**config.mk**
```make
export PLATFORM = sky130hd
export DESIGN_NAME = latch_gate_sched
export DESIGN_NICKNAME = d
export VERILOG_FILES = /design/src/rtl/latch_gate_sched.sv
export SDC_FILE = /design/constraint.sdc
export NUM_CORES = 1
export LEC_CHECK = 0
export ABC_AREA = 1
export BUFFER_PORTS_ARGS = -buffer_cell sky130_fd_sc_hd__buf_4
export CAP_MARGIN = 0
export CORE_AREA = 2 2 63 77
export CTS_CLUSTER_SIZE = 28
export DETAILED_ROUTE_END_ITERATION = 7
export DIE_AREA = 0 0 65 79
export REMOVE_ABC_BUFFERS = 1
export SYNTH_ARGS = -nofsm -noshare
export SYNTH_HDL_FRONTEND = slang
export SYNTH_SLANG_ARGS = --single-unit
```
**constraint.sdc**
```tcl
create_clock -name clk -period 3.15 [get_ports clk]
set_input_delay 0.315 -clock clk [delete_from_list [all_inputs] [get_ports clk]]
set_output_delay 0.315 -clock clk [all_outputs]
set_load 0.005 [all_outputs]
```
**src/rtl/latch_gate_sched.sv**
```systemverilog
`default_nettype none
// ============================================================================
// Module   : latch_gate_sched
// Purpose  : Sequences a level-sensitive latch gate and the data line that
//            feeds it. The data is frozen for SETUP cycles before the gate
//            rises, for the GATE_W cycles the gate is high, and for HOLD
//            cycles after the gate falls. This makes the latch setup/hold
//            no-change window safe by construction. Protocol errors from the
//            valid/ready update source are also flagged.
// Ports    : clk          - clock, all logic on rising edge
//            rst          - asynchronous active-high reset
//            upd_valid_i  - update request for the latch data
//            upd_data_i   - new data value
//            upd_ready_o  - update accepted when valid && ready (IDLE only)
//            gate_req_i   - level request for one gate pulse
//            d_o          - registered data to the latch D input
//            gate_o       - registered latch enable
//            busy_o       - high whenever a window is in progress
//            gate_done_o  - one-cycle pulse in the last cycle of the window
//            err_o        - sticky protocol-error flag
// Revision : 1.0 - initial release
// ============================================================================
module latch_gate_sched #(
    parameter int DW     = 8,
    parameter int SETUP  = 2,
    parameter int GATE_W = 4,
    parameter int HOLD   = 3
) (
    input  logic          clk,
    input  logic          rst,
    input  logic          upd_valid_i,
    input  logic [DW-1:0] upd_data_i,
    output logic          upd_ready_o,
    input  logic          gate_req_i,
    output logic [DW-1:0] d_o,
    output logic          gate_o,
    output logic          busy_o,
    output logic          gate_done_o,
    output logic          err_o
);

    // A zero-width gate pulse is meaningless; refuse to elaborate.
    if (GATE_W < 1) begin : g_bad_gate_w
        $error("latch_gate_sched: GATE_W must be >= 1");
    end

    // Counter sized for the longest of the three phases.
    localparam int c_MAX_SG = (SETUP > GATE_W) ? SETUP : GATE_W;
    localparam int c_MAXV   = (c_MAX_SG > HOLD) ? c_MAX_SG : HOLD;
    localparam int c_CW     = $clog2(c_MAXV + 1);

    // The counter is loaded with (phase length - 1) and the phase ends when it reads 0.
    localparam logic [c_CW-1:0] c_SETUP_LD = c_CW'((SETUP > 0) ? SETUP - 1 : 0);
    localparam logic [c_CW-1:0] c_GATE_LD  = c_CW'(GATE_W - 1);
    localparam logic [c_CW-1:0] c_HOLD_LD  = c_CW'((HOLD > 0) ? HOLD - 1 : 0);
    localparam logic [c_CW-1:0] c_ONE      = c_CW'(1);

    typedef enum logic [1:0] {
        S_IDLE  = 2'd0,
        S_SETUP = 2'd1,
        S_GATE  = 2'd2,
        S_HOLD  = 2'd3
    } state_t;

    state_t          state_q, state_d;
    logic [c_CW-1:0] cnt_q, cnt_d;
    logic [DW-1:0]   data_q, data_d;
    logic            gate_q, gate_d;
    logic            done_q, done_d;
    logic            err_q, err_d;
    logic            stall_q;      // previous cycle had valid && !ready
    logic [DW-1:0]   prev_data_q;  // upd_data_i seen in the previous cycle

    always_comb begin
        state_d = state_q;
        cnt_d   = cnt_q;
        data_d  = data_q;
        case (state_q)
            S_IDLE: begin
                // Data may only change here; a simultaneous gate request
                // treats the freshly loaded value as stable from this edge.
                if (upd_valid_i) begin
                    data_d = upd_data_i;
                end
                if (gate_req_i) begin
                    if (SETUP > 0) begin
                        state_d = S_SETUP;
                        cnt_d   = c_SETUP_LD;
                    end else begin
                        state_d = S_GATE;
                        cnt_d   = c_GATE_LD;
                    end
                end
            end
            S_SETUP: begin
                if (cnt_q == '0) begin
                    state_d = S_GATE;
                    cnt_d   = c_GATE_LD;
                end else begin
                    cnt_d = cnt_q - c_ONE;
                end
            end
            S_GATE: begin
                if (cnt_q == '0) begin
                    if (HOLD > 0) begin
                        state_d = S_HOLD;
                        cnt_d   = c_HOLD_LD;
                    end else begin
                        state_d = S_IDLE;
                        cnt_d   = '0;
                    end
                end else begin
                    cnt_d = cnt_q - c_ONE;
                end
            end
            S_HOLD: begin
                if (cnt_q == '0) begin
                    state_d = S_IDLE;
                    cnt_d   = '0;
                end else begin
                    cnt_d = cnt_q - c_ONE;
                end
            end
            default: begin
                state_d = S_IDLE;
                cnt_d   = '0;
            end
        endcase

        // Outputs are decoded from the next state so they appear registered
        // in exactly the cycle the state is entered.
        gate_d = (state_d == S_GATE);
        done_d = (cnt_d == '0) &&
                 ((state_d == S_HOLD) || ((state_d == S_GATE) && (HOLD == 0)));

        // A stalled offer must keep its data and must not be withdrawn.
        err_d = err_q | (stall_q && (!upd_valid_i || (upd_data_i != prev_data_q)));
    end

    always_ff @(posedge clk or posedge rst) begin
        if (rst) begin
            state_q     <= S_IDLE;
            cnt_q       <= '0;
            data_q      <= '0;
            gate_q      <= 1'b0;
            done_q      <= 1'b0;
            err_q       <= 1'b0;
            stall_q     <= 1'b0;
            prev_data_q <= '0;
        end else begin
            state_q     <= state_d;
            cnt_q       <= cnt_d;
            data_q      <= data_d;
            gate_q      <= gate_d;
            done_q      <= done_d;
            err_q       <= err_d;
            stall_q     <= upd_valid_i && !upd_ready_o;
            prev_data_q <= upd_data_i;
        end
    end

    assign upd_ready_o = (state_q == S_IDLE);
    assign busy_o      = (state_q != S_IDLE);
    assign d_o         = data_q;
    assign gate_o      = gate_q;
    assign gate_done_o = done_q;
    assign err_o       = err_q;

endmodule
`default_nettype wire
```
==> results.json <==
{
  "status": "finished, final reports clean",
  "yosysTopAreaCell": "dfrtp_1",
  "num_io_pins": 25,
  "clock_skew_ns": 0.00511,
  "postRouteAntennaNets": 0,
  "nets": 161,
  "fin_hold_ws_ns": 0.167,
  "final_cell_mix": "nand2_1, dfrtp_1, inv_1, buf_4, nor2_1",
  "layout_commonest_cell": "nand2_1",
  "post-dp-hpwl_mm": 1.50,
  "critPathRequiredTime_ns": 2.83,
  "worstPathArrival_ns": 1.18,
  "rows": 27,
  "gp_congestion": 0.807,
  "fmax_mhz": 669,
  "rsz0062_at_grt": "false",
  "drive_above_1_share": 0.233,
  "slew_viol_final": 0,
  "worst_slew_pin_slew_ns": 0.949,
  "die_h_microns": 79,
  "cts_setup_buffers": 0,
  "die_w_microns": 65,
  "yosys_warnings": 0,
  "worstPathMaxFanout": 8,
  "cap_violations": 0,
  "clock_path_buffers": 2,
  "crit_path_end_kind": "output pin",
  "min_path_type": "primary input to flop",
  "antenna_found_initial": 0,
  "detail_route.wl_per_cell_microns": 9.49,
  "reg2reg_depth": 9,
  "vdd_drop_max_v": 0.000300,
  "drc": 0,
  "fin_crit_sh": 0.474,
  "clk_latency_ns": 0.26,
  "start_kind": "flop",
  "ys_ff_latch": 25,
  "syn_area_per_cell_sq_um": 9.03,
  "die_area_sq_um": 5140,
  "num_vias": 804,
  "power_uw": 1060,
  "ys_types": 19,
  "synthCells": 119,
  "synth_top_area_frac": 0.582,
  "final-hold-violation-count": 0,
  "synth_area_leaders": "dfrtp_1, nand2_1, inv_1",
  "syn_area_sq_um": 1070,
  "setup_viol": 0,
  "wl_mm": 1.94,
  "grtUsageTotal": 0.0836,
  "htree_levels": 1,
  "fin_setup_tns_ns": 0,
  "cts_tree": "done",
  "grt_pass1_wl_mm": 3.39,
  "holdPathStages": 1,
  "ys_seq_area_frac": 0.582,
  "p_leak_uw": 0.000728,
  "core_sq_um": 4430,
  "cts-buffers-inserted": 3,
  "layout_min_cycle_time_ns": 1.49,
  "power_density_nw_per_um2": 774,
  "maxSlewHeadroom": 0.367,
  "hold_buffers": 0,
  "area_delta_synth_final_pct": 27.2,
  "drt_pass1_iterations": 4,
  "antenna_cells": 0,
  "grt_max_degree": 26,
  "cts.clk_slew.worst_paths_ns": 0.09,
  "worstSetupPathType": "flop to output pin",
  "initial_core_util": 0.243,
  "root_buffer": "clkbuf_8",
  "first_iter_violations": 44,
  "grt_overflow_total": 0,
  "port_buffers": 24,
  "via_per_inst": 3.94,
  "clock_sinks": 25,
  "cts_resized": 0,
  "grt_pass1_vias": 769
}
==> Yosys cell counts, drive strengths merged <==
cell type,instances
nand2,29
dfrtp,25
inv,25
nor2,13
o21ai,10
nand3,4
a21oi,3
ha,2
mux2,2
xnor2,2
buf,1
nand4,1
o211ai,1
o22ai,1
==> per-layer routing <==
metal  track usage  part of all wire
met5             0                 0
met4        0.0362            0.0047
met3        0.0142             0.040
met2         0.139              0.50
met1         0.106              0.46
==> sequential cells by signal (all words and copies together) (netlist names) <==
| signal | flops |
|---|---|
| cnt_q | 3 |
| d_o | 8 |
| err_o | 1 |
| gate_done_o | 1 |
| gate_o | 1 |
| prev_data_q | 8 |
| stall_q | 1 |
| state_q | 2 |
==> worst max-delay path, cell delays in order (launching register included) <==
cell     delay (ns)
dfrtp_1        0.44
nor2_4         0.28
inv_4          0.06
buf_4          0.13
==> cell families (layout without fill, tap and decap cells) <==
family | Yosys count | after routing | synth area share
xor gates and xnor gates | 2 | 2 | 0.0163
DFF | 25 | 25 | 0.582
adders and majority gates | 2 | 2 | 0.0233
buffers and inverters | 26 | 53 | 0.0943
AOI/OAI and AO/OA | 15 | 15 | 0.0733
and+or+nand+nor | 47 | 47 | 0.190
muxes | 2 | 2 | 0.0210
==> per-stage QoR <==
stage	cell area [sq um]	utilization	setup WS [ns]	instances
after global placement	1320	0.299	1.71	200
after detailed placement	1320	0.299	1.69	200
after CTS	1370	0.309	1.64	204
final	1370	0.309	1.66	204
after floorplan	1070	-	1.87	118
after global routing	1370	0.309	1.43	204
==> path summary, 6_finish.rpt <==
check,start,end,slack [ns]
max,state_q[1]$_DFF_PP0_,busy_o,1.66
min,upd_data_i[1],prev_data_q[1]$_DFF_PP0_,0.17
max reg2reg,cnt_q[0]$_DFF_PP0_,gate_done_o$_DFF_PP0_,1.67
min reg2reg,stall_q$_DFF_PP0_,err_o$_DFF_PP0_,0.45
max in group asynchronous,rst,d_o[7]$_DFFE_PP0P_,2.30
min in group asynchronous,rst,d_o[3]$_DFFE_PP0P_,0.27
==> cell type report <==
type,count,area (sq um)
fill,475,3060
sequential,25,626
multi-input combinational,68,348
timing repair buffer,24,180
inverter,25,96.3
tap,58,72.6
clock buffer,4,45.0
==> power breakdown <==
group	switching [uW]	leakage, uW	internal (uW)
registers	57.0	0.000302	417
logic	210	0.000404	191
clock network	93.7	0.0000228	90.1
total	360	0.000728	698
(Power assumes the default switching activity.)
